[src/rtl/counter_seq_pkg.sv]
// counter_seq_pkg: shared types and defaults for the counter sequencer slice.
//   state_t        : sequencer FSM state encoding (IDLE/RUN/HOLD/DONE)
//   DEF_WIDTH      : default counter / terminal-value width
//   DEF_PRESCALE_W : default prescaler width (COUNTER_SEQ_PRESCALE_EN builds)
package counter_seq_pkg;

   localparam int DEF_WIDTH      = 4;
   localparam int DEF_PRESCALE_W = 4;

   typedef enum logic [1:0] {
      IDLE = 2'b00,
      RUN  = 2'b01,
      HOLD = 2'b10,
      DONE = 2'b11
   } state_t;

endpackage

[src/rtl/counter_sequencer_if.sv]
// counter_sequencer_if: command/status bundle between a controller and the
// counter sequencer.
//   start, stop   : command pulses
//   hold          : level, freezes the count while in RUN
//   auto_reload   : mode, sampled at start (1 = periodic, 0 = one-shot)
//   term_val      : terminal count, sampled at start
//   prescale      : prescaler reload, sampled at start (COUNTER_SEQ_PRESCALE_EN only)
//   count         : current counter value
//   tick          : one-cycle pulse per terminal event
//   busy, done    : level status
// Modports: master (controller side), slave (sequencer side).
interface counter_sequencer_if
   import counter_seq_pkg::*;
#(
   parameter int WIDTH = DEF_WIDTH
`ifdef COUNTER_SEQ_PRESCALE_EN
   , parameter int PRESCALE_W = DEF_PRESCALE_W
`endif
);

   logic             start;
   logic             stop;
   logic             hold;
   logic             auto_reload;
   logic [WIDTH-1:0] term_val;
`ifdef COUNTER_SEQ_PRESCALE_EN
   logic [PRESCALE_W-1:0] prescale;
`endif
   logic [WIDTH-1:0] count;
   logic             tick;
   logic             busy;
   logic             done;

   modport master (
      output start, stop, hold, auto_reload, term_val,
`ifdef COUNTER_SEQ_PRESCALE_EN
      output prescale,
`endif
      input  count, tick, busy, done
   );

   modport slave (
      input  start, stop, hold, auto_reload, term_val,
`ifdef COUNTER_SEQ_PRESCALE_EN
      input  prescale,
`endif
      output count, tick, busy, done
   );

endinterface

[src/rtl/up_counter_core.sv]
// up_counter_core: WIDTH-bit up counter register.
//   clk : rising-edge clock
//   rst : asynchronous active-low reset
//   clr : synchronous clear (wins over en)
//   en  : increment enable
//   q   : counter value
module up_counter_core
   import counter_seq_pkg::*;
#(
   parameter int WIDTH = DEF_WIDTH
) (
   input  logic             clk,
   input  logic             rst,
   input  logic             clr,
   input  logic             en,
   output logic [WIDTH-1:0] q
);

   always_ff @(posedge clk or negedge rst) begin
      if (!rst) begin
         q <= '0;
      end else if (clr) begin
         q <= '0;
      end else if (en) begin
         q <= q + 1'b1;
      end
   end

endmodule

[src/rtl/counter_sequencer.sv]
// counter_sequencer: control FSM sequencing a WIDTH-bit up counter with
// start/stop/hold commands, programmable terminal value and one-shot or
// auto-reload modes.
//   clk : rising-edge clock
//   rst : asynchronous active-low reset
//   bus : counter_sequencer_if.slave (commands in, count/tick/busy/done out)
// Optional macro COUNTER_SEQ_PRESCALE_EN adds a prescaler (bus.prescale) so
// the counter steps once every prescale+1 RUN cycles.
module counter_sequencer
   import counter_seq_pkg::*;
#(
   parameter int WIDTH = DEF_WIDTH
`ifdef COUNTER_SEQ_PRESCALE_EN
   , parameter int PRESCALE_W = DEF_PRESCALE_W
`endif
) (
   input  logic                   clk,
   input  logic                   rst,
   counter_sequencer_if.slave     bus
);

   state_t           state;
   state_t           state_nx;
   logic [WIDTH-1:0] count;
   logic [WIDTH-1:0] term_sh;
   logic             reload_sh;
   logic             clr;
   logic             en;
   logic             load;
   logic             tick_nx;
   logic             busy_nx;
   logic             done_nx;
   logic             tick_q;
   logic             busy_q;
   logic             done_q;
   logic             at_term;
   logic             step;

   assign at_term = (count == term_sh);

`ifdef COUNTER_SEQ_PRESCALE_EN
   logic [PRESCALE_W-1:0] psc_cnt;
   logic [PRESCALE_W-1:0] psc_sh;

   // step marks the RUN cycle on which the counter may act
   assign step = (psc_cnt == psc_sh);

   always_ff @(posedge clk or negedge rst) begin
      if (!rst) begin
         psc_cnt <= '0;
         psc_sh  <= '0;
      end else if (bus.stop) begin
         psc_cnt <= '0;
      end else if (load) begin
         psc_cnt <= '0;
         psc_sh  <= bus.prescale;
      end else if (state == RUN && !bus.hold) begin
         psc_cnt <= step ? '0 : psc_cnt + 1'b1;
      end
   end
`else
   assign step = 1'b1;
`endif

   // state register
   always_ff @(posedge clk or negedge rst) begin
      if (!rst) begin
         state <= IDLE;
      end else begin
         state <= state_nx;
      end
   end

   // next-state logic; stop outranks start, start outranks hold
   always_comb begin
      state_nx = state;
      if (bus.stop) begin
         state_nx = IDLE;
      end else begin
         case (state)
            IDLE, DONE: if (bus.start) state_nx = RUN;
            RUN: begin
               if (bus.hold) begin
                  state_nx = HOLD;
               end else if (step && at_term && !reload_sh) begin
                  state_nx = DONE;
               end
            end
            HOLD: if (!bus.hold) state_nx = RUN;
            default: state_nx = IDLE;
         endcase
      end
   end

   // datapath controls and next values of the registered status outputs
   always_comb begin
      clr     = 1'b0;
      en      = 1'b0;
      load    = 1'b0;
      tick_nx = 1'b0;
      if (bus.stop) begin
         clr = 1'b1;
      end else begin
         case (state)
            IDLE, DONE: begin
               if (bus.start) begin
                  load = 1'b1;
                  clr  = 1'b1;
               end
            end
            RUN: begin
               // hold defers the terminal check as well as the increment
               if (!bus.hold && step) begin
                  if (at_term) begin
                     tick_nx = 1'b1;
                     clr     = reload_sh;
                  end else begin
                     en = 1'b1;
                  end
               end
            end
            default: ;
         endcase
      end
      busy_nx = (state_nx == RUN) || (state_nx == HOLD);
      done_nx = (state_nx == DONE);
   end

   always_ff @(posedge clk or negedge rst) begin
      if (!rst) begin
         tick_q    <= 1'b0;
         busy_q    <= 1'b0;
         done_q    <= 1'b0;
         term_sh   <= '0;
         reload_sh <= 1'b0;
      end else begin
         tick_q <= tick_nx;
         busy_q <= busy_nx;
         done_q <= done_nx;
         if (load) begin
            term_sh   <= bus.term_val;
            reload_sh <= bus.auto_reload;
         end
      end
   end

   up_counter_core #(.WIDTH(WIDTH)) u_core (
      .clk (clk),
      .rst (rst),
      .clr (clr),
      .en  (en),
      .q   (count)
   );

   assign bus.count = count;
   assign bus.tick  = tick_q;
   assign bus.busy  = busy_q;
   assign bus.done  = done_q;

endmodule

[src/flat_wrapper.sv]
// flat-port wrapper written by rule: the top's interface ports become plain ports
module counter_sequencer_flat import counter_seq_pkg::*;
#(
   parameter int WIDTH = DEF_WIDTH

)
  (clk, rst, bus_start, bus_stop, bus_hold, bus_auto_reload, bus_term_val, bus_count, bus_tick, bus_busy, bus_done);
  counter_sequencer_if #(.WIDTH(WIDTH)) bus_i ();
  input  logic clk;
  input  logic rst;
  input wire logic [$bits(bus_i.start)-1:0] bus_start;
  input wire logic [$bits(bus_i.stop)-1:0] bus_stop;
  input wire logic [$bits(bus_i.hold)-1:0] bus_hold;
  input wire logic [$bits(bus_i.auto_reload)-1:0] bus_auto_reload;
  input wire logic [$bits(bus_i.term_val)-1:0] bus_term_val;
  output wire logic [$bits(bus_i.count)-1:0] bus_count;
  output wire logic [$bits(bus_i.tick)-1:0] bus_tick;
  output wire logic [$bits(bus_i.busy)-1:0] bus_busy;
  output wire logic [$bits(bus_i.done)-1:0] bus_done;
  assign bus_i.start = bus_start;
  assign bus_i.stop = bus_stop;
  assign bus_i.hold = bus_hold;
  assign bus_i.auto_reload = bus_auto_reload;
  assign bus_i.term_val = bus_term_val;
  assign bus_count = bus_i.count;
  assign bus_tick = bus_i.tick;
  assign bus_busy = bus_i.busy;
  assign bus_done = bus_i.done;
  counter_sequencer #(.WIDTH(WIDTH)) u_core (.clk(clk), .rst(rst), .bus(bus_i));
endmodule
[config.mk]
export PLATFORM = sky130hd
export DESIGN_NAME = counter_sequencer_flat
export DESIGN_NICKNAME = d
export VERILOG_FILES = /design/src/rtl/counter_seq_pkg.sv /design/src/rtl/counter_sequencer_if.sv /design/src/rtl/up_counter_core.sv /design/src/rtl/counter_sequencer.sv /design/src/flat_wrapper.sv
export SDC_FILE = /design/constraint.sdc
export NUM_CORES = 1
export LEC_CHECK = 0
export ABC_CLOCK_PERIOD_IN_PS = 1730
export CAP_MARGIN = 15
export CORE_MARGIN = 1
export CORE_UTILIZATION = 35
export CTS_BUF_LIST = sky130_fd_sc_hd__clkbuf_8
export DETAILED_ROUTE_END_ITERATION = 16
export HOLD_SLACK_MARGIN = 0.12
export PLACE_DENSITY = 0.73
export SLEW_MARGIN = 5
export SYNTH_ARGS = -nofsm -noshare
export SYNTH_HDL_FRONTEND = slang
export SYNTH_HIERARCHICAL = 1
export SYNTH_SLANG_ARGS = --single-unit
[constraint.sdc]
create_clock -name clk -period 1.73 [get_ports clk]
set_clock_uncertainty 0.1 [all_clocks]
set_input_delay 0.346 -clock clk [delete_from_list [all_inputs] [get_ports clk]]
set_output_delay 0.346 -clock clk [all_outputs]
set_load 0.05 [all_outputs]
==> results.toml <==
[worst_setup_path]
worst_setup_path_start_kind = "register"
cp.buffers_inverters = 1
path_cells = "inv_2 -> ha_4 -> nand2b_4 -> a21oi_4 -> o32ai_2 -> a31o_1 -> ha_1"
crit_fanout = 3
cpPeakStageDelay_ns = 0.39
crit_slowest_cell = "dfrtp_1"
worstPathRequired_ns = 1.75
reg2reg_from = "u_core/state[0]"
worstSetupStartpoint = "u_core/state[0]"
cp_data_arrival_time_ns = 1.77
crit_type = "reg -> reg"
endpoint_kind = "register"
cpLargestDelayFamily = "adder cells"

[synthesis]
yosysSeqAreaShare_pct = 47.1
synth_top_area_share_pct = 47.1
ys_async_sr_fraction_pct = 100
ys_seq_elements = 14
ys_types = 24
ys_top_cells_by_area = "dfrtp_1 47%, ha_1 8.4%, mux2_2 7.6%"
synth.most_common_cell = "dfrtp_1"
syn_inst = 67
ys.warnings.count = 6
syn_area_um2 = 744
ys.flop_type = "dfrtp_1"
syn-num-nets = 82
syn_avg_cell_area_um2 = 11.1
synth_top_area_cell = "dfrtp_1"
synth_edf_count = 0
synth_commonest_cells = "14 x dfrtp_1, 8 x nor2_1"

[worst_hold_path]
min-delay-path-class = "in -> async"

[detailed_routing]
drt_iter0_markers = 2
vias = 625
drc = 0
wl_per_cell_um = 12.5
antenna_left = 0
first_pass_iters = 4
vias_per_cell = 4.77
wl_mm = 1.63

[clocking]
cts_buffers = 3
root_buffer = "clkbuf_8"
cts_tree = "done"
htree_levels = 1
clk_pin_slew_ns = 0.06
clkSinkCount = 14
clk_latency_ns = 0.24
clockBufferDepth = 2
cts_hold_buf = 0

[layout]
n_fill_cell = 156
area_delta_synth_final_pct = 69.9
drive_above_1_share_pct = 56.7
fin_area_mm2 = 0.00126
utilization_pct = 63.8
layout.nets = 120
diodes = 0

[timing]
hold_viol_final = 0
hold_ws_ns = 0.394
period_minus_slack_ns = 1.75
fmax_mhz = 572
relSlewSlack_pct = 57.9
slew_violations = 0
finalSetupViolations = 2
setup_ws_ns = -0.0184
tightest_slew_ns = 0.630
finalCritPeriodShare_pct = 101
rsz0062_at_grt = "true"

[placement]
place.gp.congestion = 0.876
port_buffers = 16
post-place-ws_ns = -0.226
dpl_cell_area_mm2 = 0.00117
place_hpwl_mm = 1.27

[global_route]
first_global_vias = 685
grt_pass1_wl_mm = 2.81
grt_max_degree = 15
grtUsageTotal_pct = 18.6
grt_overflow_total = 0
grt_antenna_before_repair = 0

[floorplan]
die_w_um = 48.1
die-area_mm2 = 0.00232
num_rows = 16
pin_count = 17
core_mm2 = 0.00198
start_util_pct = 37.6
die_y_um = 48.1

[status]
violations = "setup timing"
outcome = "finished, violations left"

[pwr]
total_power_mw = 1.54
power.density_mw_per_mm2 = 1220
vdd_drop_max_mv = 0.843
p_leak_nw = 0.569

[run]
cap_violations = 0
[worst register-to-register path, stage by stage, from the launching register on]
cell	delay, ns
dfrtp_1	0.39
inv_2	0.08
ha_4	0.22
nand2b_4	0.16
a21oi_4	0.13
o32ai_2	0.08
a31o_1	0.21
ha_1	0.27
[power by group]
group | internal (mW) | switching, mW
registers | 0.418 | 0.0811
logic | 0.431 | 0.349
clock network | 0.156 | 0.106
[path summary, 6_finish.rpt]
kind	endpoint	slack (ns)	cells past startpoint
max	u_core/bus.busy	-0.02	7
min reg2reg	u_core/term_sh[0]	0.47	1
min in group clk	u_core/term_sh[0]	0.47	1
max in group asynchronous	u_core/state[1]	0.68	1
min	u_core/u_core/q[2]	0.39	1
max reg2reg	u_core/bus.busy	-0.02	7
[through the flow]
stage                     cells   TNS, ns
after floorplan              67   -0.0315
final                       131   -0.0275
after global placement      126    -0.965
after global routing        131    -0.133
after detailed placement    126     -1.11
after CTS                   131  -0.00441
[cell families (layout without fill, tap and decap cells)]
family | Yosys count | after routing | synth area share, %
muxes | 7 | 7 | 10.9
adders and majority gates | 5 | 5 | 8.40
DFF | 14 | 14 | 47.1
AOI/OAI and AO/OA | 11 | 11 | 10.1
and+or+nand+nor | 20 | 20 | 15.1
buffers and inverters | 5 | 42 | 2.52
xor gates and xnor gates | 5 | 5 | 5.88
[routing by layer]
| metal | up-vias | global-route usage [%] | share of wire (%) |
|---|---|---|---|
| met4 | 0 | 8.33 | 1.7 |
| li1 | 308 | - | - |
| met5 | - | 0 | 0 |
| met3 | 5 | 4.44 | 2.9 |
| met1 | 301 | 24.0 | 44 |
| met2 | 11 | 30.0 | 51 |
[sequential cells by signal, indices dropped and copies added, names as in the netlist]
signal	cells
u_core/u_core/q	4
u_core/reload_sh	1
u_core/term_sh	4
u_core/state	2
u_core/bus.busy	1
u_core/bus.done	1
u_core/bus.tick	1
[cells in the final DEF (no fill, tap or decap), types with 2 or more instances in the layout]
master | synthesis | final
a21oi_1 | 3 | 2
buf_12 | 0 | 4
buf_4 | 0 | 19
clkbuf_8 | 0 | 3
clkdlybuf4s50_1 | 0 | 9
dfrtp_1 | 14 | 9
dfrtp_2 | 0 | 5
ha_1 | 5 | 3
ha_4 | 0 | 2
inv_1 | 5 | 4
inv_2 | 0 | 2
mux2_2 | 5 | 5
nand2b_4 | 1 | 3
nand4_1 | 2 | 2
nor2_1 | 8 | 5
nor2_2 | 0 | 2
o21ai_0 | 3 | 2
xnor2_2 | 0 | 4
[final cells by class]
| cell class | instances | area [µm²] | area share, % |
|---|---|---|---|
| Multi-Input combinational cell | 48 | 487 | 38.5 |
| Sequential cell | 14 | 357 | 28.2 |
| Timing Repair Buffer | 33 | 324 | 25.6 |
| Clock buffer | 3 | 41.3 | 3.26 |
| Tap cell | 27 | 33.8 | 2.67 |
| Inverter | 5 | 18.8 | 1.48 |
| Clock inverter | 1 | 3.75 | 0.297 |
[timing repair]
item / CTS / global route
resized for setup: 5 / 4
endpoints found under the setup margin: 1 / 4
setup buffers: 1 / 0
pin swaps: 4 / 1
No activity file was read; power rests on OpenSTA's default activity.
